File: src/rtl/fifo216_unpack_pkg.sv
// Shared constants and helpers for the 216-bit FIFO read-side unpacker.
// IN_WIDTH, OUT_WIDTH, SLICES and RD_LATENCY must stay in step with the FIFO216 instantiation.
package fifo216_unpack_pkg;

  localparam int unsigned IN_WIDTH   = 216;
  localparam int unsigned OUT_WIDTH  = 72;
  localparam int unsigned SLICES     = 3;
  localparam int unsigned RD_LATENCY = 2;
  localparam int unsigned BUF_DEPTH  = 4;

  localparam int unsigned PTR_W   = $clog2(BUF_DEPTH);
  // One extra bit so count (0..BUF_DEPTH) plus in-flight reads never wraps in the credit compare.
  localparam int unsigned CNT_W   = PTR_W + 1;
  localparam int unsigned SLICE_W = $clog2(SLICES);

  typedef logic [IN_WIDTH-1:0]  word_t;
  typedef logic [OUT_WIDTH-1:0] beat_t;

  // Number of reads still travelling through the FIFO output pipeline.
  function automatic logic [CNT_W-1:0] popcount_inflight(input logic [RD_LATENCY-1:0] v);
    logic [CNT_W-1:0] cnt;
    cnt = '0;
    for (int i = 0; i < int'(RD_LATENCY); i++) begin
      cnt = cnt + CNT_W'(v[i]);
    end
    return cnt;
  endfunction

endpackage

File: src/rtl/fifo216_unpack_ringbuf.sv
// BUF_DEPTH x IN_WIDTH register ring with one write port, one read port and an occupancy count.
module unpack_ringbuf
  import fifo216_unpack_pkg::*;
(
  input  logic             clk,
  input  logic             rst,
  input  logic             flush,
  input  logic             wr_en,
  input  word_t            wr_data,
  input  logic             rd_en,
  output word_t            rd_data,
  output logic [CNT_W-1:0] count
);

  word_t            mem_q [BUF_DEPTH];
  logic [PTR_W-1:0] wr_ptr_q, rd_ptr_q;
  logic [CNT_W-1:0] count_q, count_d;

  // Storage needs no reset: entries are only read while count is non-zero.
  always_ff @(posedge clk) begin
    if (wr_en) begin
      mem_q[wr_ptr_q] <= wr_data;
    end
  end

  // Occupancy update; a simultaneous write and read leave it unchanged.
  always_comb begin
    count_d = count_q;
    if (wr_en && !rd_en) begin
      count_d = count_q + CNT_W'(1);
    end else if (!wr_en && rd_en) begin
      count_d = count_q - CNT_W'(1);
    end
  end

  // Pointers wrap naturally at PTR_W bits; flush empties the ring.
  always_ff @(posedge clk or negedge rst) begin
    if (!rst) begin
      wr_ptr_q <= '0;
      rd_ptr_q <= '0;
      count_q  <= '0;
    end else if (flush) begin
      wr_ptr_q <= '0;
      rd_ptr_q <= '0;
      count_q  <= '0;
    end else begin
      if (wr_en) wr_ptr_q <= wr_ptr_q + PTR_W'(1);
      if (rd_en) rd_ptr_q <= rd_ptr_q + PTR_W'(1);
      count_q <= count_d;
    end
  end

  assign rd_data = mem_q[rd_ptr_q];
  assign count   = count_q;

endmodule

File: src/rtl/fifo216_unpack.sv
// Read-side consumer of the 216-bit block-RAM FIFO. Issues credit-limited reads, absorbs the
// fixed read latency in a small ring, and emits each word as SLICES beats, low slice first.
module fifo216_unpack
  import fifo216_unpack_pkg::*;
(
  input  logic                 clk,
  input  logic                 rst,
  input  logic                 flush,
  output logic                 fifo_rd_en,
  input  logic                 fifo_empty,
  input  logic [IN_WIDTH-1:0]  fifo_dout,
  output logic [OUT_WIDTH-1:0] dout,
  output logic                 dout_valid,
  output logic                 dout_last,
  input  logic                 dout_ready,
  output logic [CNT_W-1:0]     words_avail
);

  logic [RD_LATENCY-1:0] inflight_q, inflight_d;
  logic [SLICE_W-1:0]    slice_q, slice_d;
  logic [CNT_W-1:0]      count;
  logic [CNT_W-1:0]      outstanding;
  word_t                 rd_word;
  beat_t                 beat_sel;
  logic                  capture, accept, last_slice, pop;

  // Credit counts buffered words plus reads not yet returned; a same-cycle pop frees nothing.
  assign outstanding = count + popcount_inflight(inflight_q);
  assign fifo_rd_en  = !fifo_empty && !flush && (outstanding < CNT_W'(BUF_DEPTH));

  assign capture    = inflight_q[RD_LATENCY-1] && !flush;
  assign dout_valid = (count != '0);
  assign last_slice = (slice_q == SLICE_W'(SLICES - 1));
  assign accept     = dout_valid && dout_ready;
  assign pop        = accept && last_slice && !flush;

  unpack_ringbuf u_ringbuf (
    .clk     (clk),
    .rst     (rst),
    .flush   (flush),
    .wr_en   (capture),
    .wr_data (fifo_dout),
    .rd_en   (pop),
    .rd_data (rd_word),
    .count   (count)
  );

  // Shift the read strobe along so its tail lines up with the returning FIFO data.
  always_comb begin
    inflight_d = {inflight_q[RD_LATENCY-2:0], fifo_rd_en};
  end

  // Advance through the slices of the head word on each accepted beat.
  always_comb begin
    slice_d = slice_q;
    if (accept) begin
      slice_d = last_slice ? '0 : slice_q + SLICE_W'(1);
    end
  end

  // Flush clears in-flight reads so late FIFO returns are never captured.
  always_ff @(posedge clk or negedge rst) begin
    if (!rst) begin
      inflight_q <= '0;
      slice_q    <= '0;
    end else if (flush) begin
      inflight_q <= '0;
      slice_q    <= '0;
    end else begin
      inflight_q <= inflight_d;
      slice_q    <= slice_d;
    end
  end

  // Select the current slice of the head word.
  always_comb begin
    beat_sel = '0;
    for (int i = 0; i < int'(SLICES); i++) begin
      if (slice_q == SLICE_W'(i)) begin
        beat_sel = rd_word[i*OUT_WIDTH +: OUT_WIDTH];
      end
    end
  end

  // Gate with valid so the unreset storage never shows on dout.
  assign dout        = dout_valid ? beat_sel : '0;
  assign dout_last   = dout_valid && last_slice;
  assign words_avail = count;

endmodule
File: config.mk
export PLATFORM = sky130hd
export DESIGN_NAME = fifo216_unpack
export DESIGN_NICKNAME = d
export VERILOG_FILES = /design/src/rtl/fifo216_unpack_pkg.sv /design/src/rtl/fifo216_unpack_ringbuf.sv /design/src/rtl/fifo216_unpack.sv
export SDC_FILE = /design/constraint.sdc
export NUM_CORES = 1
export LEC_CHECK = 0
export CAP_MARGIN = 20
export CORE_MARGIN = 1
export CORE_UTILIZATION = 50
export DETAILED_ROUTE_END_ITERATION = 16
export DONT_BUFFER_PORTS = 1
export HOLD_SLACK_MARGIN = 0.12
export PLACE_DENSITY = 0.73
export SYNTH_ARGS = -nofsm -noshare
export SYNTH_HDL_FRONTEND = slang
export SYNTH_HIERARCHICAL = 1
export SYNTH_SLANG_ARGS = --single-unit
export TNS_END_PERCENT = 5
File: constraint.sdc
create_clock -name clk -period 7.98 [get_ports clk]
set_input_delay 1.197 -clock clk [delete_from_list [all_inputs] [get_ports clk]]
set_output_delay 1.197 -clock clk [all_outputs]
set_load 0.01 [all_outputs]
==> results of run 1 <==
==> how the worst min path moves through the flow <==
stage,to,slack [ns],cells past startpoint,from
finish,u_ringbuf/count[2],0.26,0,rst
detailed placement,inflight_q[1],0.51,1,inflight_q[0]
global placement,inflight_q[1],0.49,1,inflight_q[0]
floorplan,inflight_q[1],0.47,1,inflight_q[0]
global route,u_ringbuf/count[2],0.23,0,rst
CTS,u_ringbuf/count[2],0.21,0,rst
==> worst max-delay path: stages, from the launching register on <==
cell	delay, ns
dfrtp_4	1.11
buf_4	0.89
mux4_2	0.37
mux2i_1	0.07
or2_2	0.30
a21oi_1	0.29
==> state kept, by name, summed over array words and instances, names as in the netlist <==
register / cells
u_ringbuf/mem_q: 864
u_ringbuf/count: 3
inflight_q: 2
slice_q: 2
u_ringbuf/rd_ptr_q: 2
u_ringbuf/wr_ptr_q: 2
==> stage by stage <==
stage	setup WS (ns)	cells	hold WS, ns	util	cell area (µm²)
6_report	3.048	2476	0.2592	0.5639	37410
2_1_floorplan	1.004	1515	0.4683	-	33800
4_1_cts	2.942	2476	0.2135	0.5639	37410
3_3_place_gp	3.525	2314	0.4922	0.5215	34590
5_1_grt	2.883	2476	0.2278	0.5639	37410
3_5_place_dp	3.640	2315	0.5142	0.5218	34610
==> routing by layer <==
layer,part of all wire,global-route usage
met4,0.025,0.06920
met5,0,0
met3,0.077,0.05353
met1,0.39,0.2493
met2,0.51,0.3249
==> cells by family (layout without fill, tap and decap cells) <==
logic type	Yosys count	in the layout
DFF	875	875
muxes	289	289
and+or+nand+nor	173	173
buffers and inverters	88	185
AOI/OAI and AO/OA	79	79
adders and majority gates	6	6
xor gates and xnor gates	5	5
==> power by group <==
part	internal, mW	total [mW]	switching, mW
combinational	0.0388	0.121	0.0817
clock	2.28	3.96	1.68
sequential	5.08	5.09	0.00754
total	7.40	9.17	1.77
==> cell type report <==
| class | count | area, µm² | area share |
|---|---|---|---|
| inverter | 6 | 22.52 | 0.0006020 |
| sequential | 875 | 26230 | 0.7013 |
| multi-input combinational | 552 | 7039 | 0.1882 |
| clock buffer | 104 | 2272 | 0.06074 |
| tap | 864 | 1081 | 0.02890 |
| timing repair buffer | 18 | 235.2 | 0.006288 |
| clock inverter | 57 | 525.5 | 0.01405 |
==> cell usage in the layout, fill, tap and decap left out, drive strengths merged <==
master      n
edfxtp    864
mux4      216
clkbuf    104
nand2      75
a21oi      75
mux2i      73
or2        72
clkinv     37
buf        18
inv        12
dfrtp      11
bufinv      7
clkinvlp    7
nor2        6
ha          5
and2        4
nor2b       4
xnor2       3
nor3        3
nor3b       3
nor4        2
and3b       2
xor2        2
o21a        1
o31ai       1
or3         1
nand3       1
a211oi      1
o21ai       1
fa          1
==> run metrics, run 1 <==
status=complete, no violations; initial drt markers=1283; routability congestion estimate=0.7452; post-CTS sizing=0; Root Driver=clkbuf_16; setup violators final=0; P_leak=11.06 nW; Gate Count Post-Synth=1515; #FFs+latches synth=875; # diodes=0; worst r2r src=inflight_q[1]; area growth from synthesis to layout=10.68%; Final Hold Fails=0; CP required=6.78 ns; most frequent cell after synthesis=edfxtp_1; Synth Area in Adders=0.002443; Worst Setup EP=dout[0]; clk_skew=0.01842 ns; Crit Path Max Fanout=67; vias per cell=5.970; Worst Path Arrival=3.74 ns; Worst Hold Class=input pin to async pin; RSZ-0062 raised after global routing=no; Synth area leaders=edfxtp_1 77%, mux4_2 14%, mux2i_1 2.2%; CTS tree=built; post-CTS setup buffers=0; P per Cell Area=245.0 nW/µm²; cell type with the largest total area after synthesis=edfxtp_1; initial antenna violation count=1; worst reg-to-reg setup slack=4.66 ns; Slew Limit Fails=0; FFs w/ async S/R, synth=0.01257; first-pass GRT wire length=98.29 mm; H-tree Lvls=3; Num CTS Buffers=86; Rows=94; top_reg_cell synth=edfxtp_1; Max-Cap Viols=0; Netlist Area Pre-Place=33800 µm²; antenna viol nets, final=0; Initial Util=0.5095; Post-Route WL=66.54 mm; worst slew margin relative to its limit=0.1858; core region area=66330 µm²; Synth top area share=0.7677; clock buffer depth=3; startpoint type of the worst setup path=register; number of global-route vias before repair=15820; Die Wd=262.0 µm; Slew @ Worst Pin=1.221 ns; R2R Path End=u_ringbuf/mem_q[2][170]; Worst R2R Path Depth=4; Final period util=0.6181; Syn Area/Cell=22.31 µm²; Simple-Gate Fraction of Synth Area=0.02628; drt wl/cell=26.87 µm; Unique masters post-synth=36; syn_nets=1742; EDFF count, synth=864; Crit Path Class=register to primary output; Clock transition at path regs=0.06 ns; crit path capture type=primary output; Final #Nets=1766; Die Y=262.0 µm; hpwl dp=36.26 mm; Final Power=9.166 mW; mux contribution to synthesized area=0.1656; Compound-Gate Fraction of Synth Area=0.01203; CTS Hold Bufs=0; total gr overflow=0; Max VDD drop=0.1878 mV; worst-skew pair later-pin latency=0.64 ns; Worst Setup SP=u_ringbuf/rd_ptr_q[1]; fmax=0.2027 GHz; most instantiated cells after synthesis=864 x edfxtp_1, 216 x mux4_2, 75 x nand2_1, 74 x a21oi_1, 73 x mux2i_1; fill count=4841; vias=14780; Ys Warns=6; die area=68640 µm²; Period minus WS final=4.932 ns; first-pass iteration count of the detailed router=5; DRC viols=0; Synth Area in XOR/XNOR=0.001296; sequential fraction of the synthesis area=0.7758; largest net degree at the start of global routing=126; setup TNS=0 ns; CTS sink cnt=875; IO Count=299; port bufs=0; layout cell share with drive strength beyond 1=0.2413; main combinational cell family by area after synthesis=multiplexers; All-Layer GR Usage=0.1957
Note: power is estimated with default switching activity, not from simulation.
==> run 2, diff against run 1 <==
ABC_AREA = 1   (was unset)
clock period = 5.1 ns   (was 7.98 ns; I/O delays follow)
==> run metrics, run 2 <==
RSZ-0062 raised after global routing=no (unchanged); footprint of the multi-input gates=7146 µm² (was 7039 µm²); failing checks=max-slew violations; crit path capture type=primary output (unchanged); Crit Path Class=register to primary output (unchanged); Largest register FFs=864 (unchanged); worst reg-to-reg setup slack=2.02 ns (was 4.66 ns); Synth Area in Adders=0.002371 (was 0.002443); Compound-Gate Fraction of Synth Area=0.1019 (was 0.01203); fill count=5431 (was 4841); cell mode on critical path=nand2_1; beginning of the worst hold path=flush; Post-Route WL=90.17 mm (was 66.54 mm); initial drt markers=2371 (was 1283); Simple-Gate Fraction of Synth Area=0.1007 (was 0.02628); commonest cells after routing, fill and taps aside=864 x edfxtp_1, 440 x nor2_1, 366 x o21ai_0, 216 x o22ai_1, 211 x nand2_1 (was 864 x edfxtp_1, 216 x mux4_2, 88 x clkbuf_16, 75 x nand2_1, 74 x a21oi_1); CP max stage cell=dfrtp_4 (unchanged); clock buffer depth=3 (unchanged); Ys Warns=6 (unchanged); worst r2r src=u_ringbuf/count[2] (was inflight_q[1]); fmax=0.2412 GHz; Slew @ Worst Pin=1.586 ns (was 1.221 ns); worst slew margin relative to its limit=-0.05738 (was 0.1858); family with the most delay on the worst path=flip-flops (unchanged); Post-DP Area=35330 µm² (was 34610 µm²); Final Power=14.54 mW (was 9.166 mW); routability congestion estimate=0.8516 (was 0.7452); clk_skew=0.01961 ns (was 0.01842 ns); Clock transition at path regs=0.06 ns (about the same); Syn Area/Cell=13.07 µm² (was 22.31 µm²); CTS tree=built (unchanged); Initial Util=0.5068 (was 0.5095); Worst Path Arrival=3.38 ns (was 3.74 ns); most frequent cell after synthesis=edfxtp_1 (unchanged); port bufs=0 (unchanged); Worst R2R Path Depth=12 (was 4); vias per cell=5.988 (was 5.970); antenna viol nets, final=0 (unchanged); hpwl dp=52.67 mm (was 36.26 mm); WP buf/inv=1 (unchanged); Final Hold Fails=0 (unchanged); die area=70700 µm² (was 68640 µm²); layout cell share with drive strength beyond 1=0.06565 (was 0.2413); Hold Path End=inflight_q[1]; Synth top area share=0.7451 (was 0.7677); Gate Count Post-Synth=2664 (was 1515); Crit Path Max Fanout=73 (was 67); setup violators final=0 (unchanged); drt wl/cell=24.85 µm (was 26.87 µm); Die Wd=265.9 µm (was 262.0 µm); sequential fraction of the synthesis area=0.7530 (was 0.7758); startpoint type of the worst setup path=register (unchanged); All-Layer GR Usage=0.2516 (was 0.1957); total gr overflow=0 (unchanged); Period minus WS final=4.147 ns; P_leak=12.99 nW (was 11.06 nW); status=complete, but fails checks (was complete, no violations); area growth from synthesis to layout=9.784% (was 10.68%); Max-Cap Viols=0 (unchanged); post-CTS sizing=0 (unchanged); final core utilization=0.5564 (was 0.5639); hold_ws=0.1764 ns (was 0.2592 ns); FFs w/ async S/R, synth=0.01257 (unchanged); Top reg by flops=u_ringbuf/mem_q (unchanged); H-tree Lvls=3 (unchanged); EDFF count, synth=864 (unchanged); PnR worst setup slack=0.9532 ns (was 3.048 ns); Slew Limit Fails=112 (was 0); post-route cell area=38230 µm² (was 37410 µm²); DRC viols=0 (unchanged); Num CTS Buffers=90 (was 86); Max VDD drop=0.3341 mV (was 0.1878 mV); top_reg_cell synth=edfxtp_1 (unchanged); CP Cell Sequence=buf_4 > o21ai_0 > o22ai_1 > nand2_1 > nand2_1 > nand2_1 > nand2_1 (was buf_4 > mux4_2 > mux2i_1 > or2_2 > a21oi_1); cell type with the largest total area after synthesis=edfxtp_1 (unchanged); first-pass GRT wire length=131.3 mm (was 98.29 mm); Die Y=265.9 µm (was 262.0 µm); peak per-stage delay on the critical path=0.99 ns (was 1.11 ns); Synth Area in XOR/XNOR=0 (was 0.001296); most instantiated cells after synthesis=864 x edfxtp_1, 440 x nor2_1, 366 x o21ai_0, 216 x o22ai_1, 212 x nand2_1 (was 864 x edfxtp_1, 216 x mux4_2, 75 x nand2_1, 74 x a21oi_1, 73 x mux2i_1); #FFs+latches synth=875 (unchanged); largest net degree at the start of global routing=245 (was 126); Worst Hold Class=input pin to register (was input pin to async pin); R2R Path End=u_ringbuf/count[2] (was u_ringbuf/mem_q[2][170]); Unique masters post-synth=24 (was 36); CTS sink cnt=875 (unchanged); first-pass iteration count of the detailed router=6 (was 5); Netlist Area Pre-Place=34820 µm² (was 33800 µm²); syn_nets=2891 (was 1742); Final period util=0.8131; Root Driver=clkbuf_16 (unchanged); Register Area=26240 µm² (was 26230 µm²); vias=21730 (was 14780); worst-skew pair later-pin latency=0.65 ns (was 0.64 ns); most common cell after layout, fill and taps aside=edfxtp_1 (unchanged); Worst Setup SP=u_ringbuf/rd_ptr_q[1] (unchanged); CP required=4.34 ns (was 6.78 ns); main combinational cell family by area after synthesis=compound AO/OA/AOI/OAI gates (was multiplexers); core region area=68710 µm² (was 66330 µm²); Rows=96 (was 94); Hold Crit Depth=1; pre-CTS setup slack=1.707 ns (was 3.640 ns); IO Count=299 (unchanged); Synth area leaders=edfxtp_1 75%, o21ai_0 5.3%, nor2_1 4.7% (was edfxtp_1 77%, mux4_2 14%, mux2i_1 2.2%); mux contribution to synthesized area=0 (was 0.1656); P per Cell Area=380.3 nW/µm² (was 245.0 nW/µm²); number of global-route vias before repair=21100 (was 15820); initial antenna violation count=5 (was 1); Final #Nets=2831 (was 1766)
==> run 2: cell types whose count changed in the layout (fill, tap and decap cells not counted), sizes merged, moves of 75 or more <==
| cell | before | now |
|---|---|---|
| o21ai | 1 | 435 |
| nor2 | 6 | 443 |
| inv | 12 | 87 |
| nand3 | 1 | 197 |
| nand2 | 75 | 212 |
| o22ai | 0 | 216 |
| mux4 | 216 | 0 |
==> run 2: repair_timing <==
action / in CTS / in global routing
buffers inserted: 0 / 0
hold endpoints to repair: 11 / 0
hold buffers: 1 / 0
==> run 2: worst max-delay path by stage <==
stage / end / depth (start not counted)
6_report: dout[28] / 7
5_1_grt: dout[28] / 7
4_1_cts: dout[28] / 7
3_5_place_dp: dout[19] / 7
3_3_place_gp: dout[59] / 7
2_1_floorplan: u_ringbuf/mem_q[1][0] / 4
==> run 2: worst reg2reg max path, delay by kind of cell, from the launching register on <==
kind          cells  cell delay, ns
simple gates      9            1.78
flops             1            0.50
fa+ha+maj         1            0.44
buf+inv           2            0.26
==> run 2: where the power goes <==
group,internal (mW),leakage (nW),total (mW),switching [mW]
Clock,3.62,1.40,6.28,2.66
Combinational,0.0640,3.67,0.289,0.226
Sequential,7.95,7.92,7.97,0.0234
==> run 2: layout make-up <==
type                       count  area share
sequential                   875      0.6863
multi-input combinational   1518      0.1869
clock buffer                 112     0.06300
tap                          931     0.03047
clock inverter                57     0.01149
timing repair buffer          36     0.01139
inverter                      83    0.009426
antenna                       16    0.001047
==> run 2: logic make-up (layout without fill, tap and decap cells) <==
family,after synthesis,in the layout
other,0,16
and+or+nand+nor,857,857
adders and majority gates,6,6
buffers and inverters,271,288
DFF,875,875
AOI/OAI and AO/OA,655,655
==> run 2: metrics by stage <==
step                      TNS [ns]  cells
after floorplan            -517.86   2664
after global placement           0   3442
after detailed placement         0   3442
after CTS                        0   3612
after global routing             0   3628
final                            0   3628
==> run 2: metal layers <==
metal / part of all wire / track usage / routed length, µm / vias up
met4: 0.042 / 0.1207 / 3806 / 2
li1: - / - / - / 9710
met1: 0.36 / 0.2973 / 32180 / 10770
met3: 0.10 / 0.07542 / 9141 / 157
met2: 0.50 / 0.4209 / 45030 / 1091
met5: 0.00014 / 0 / 13 / -
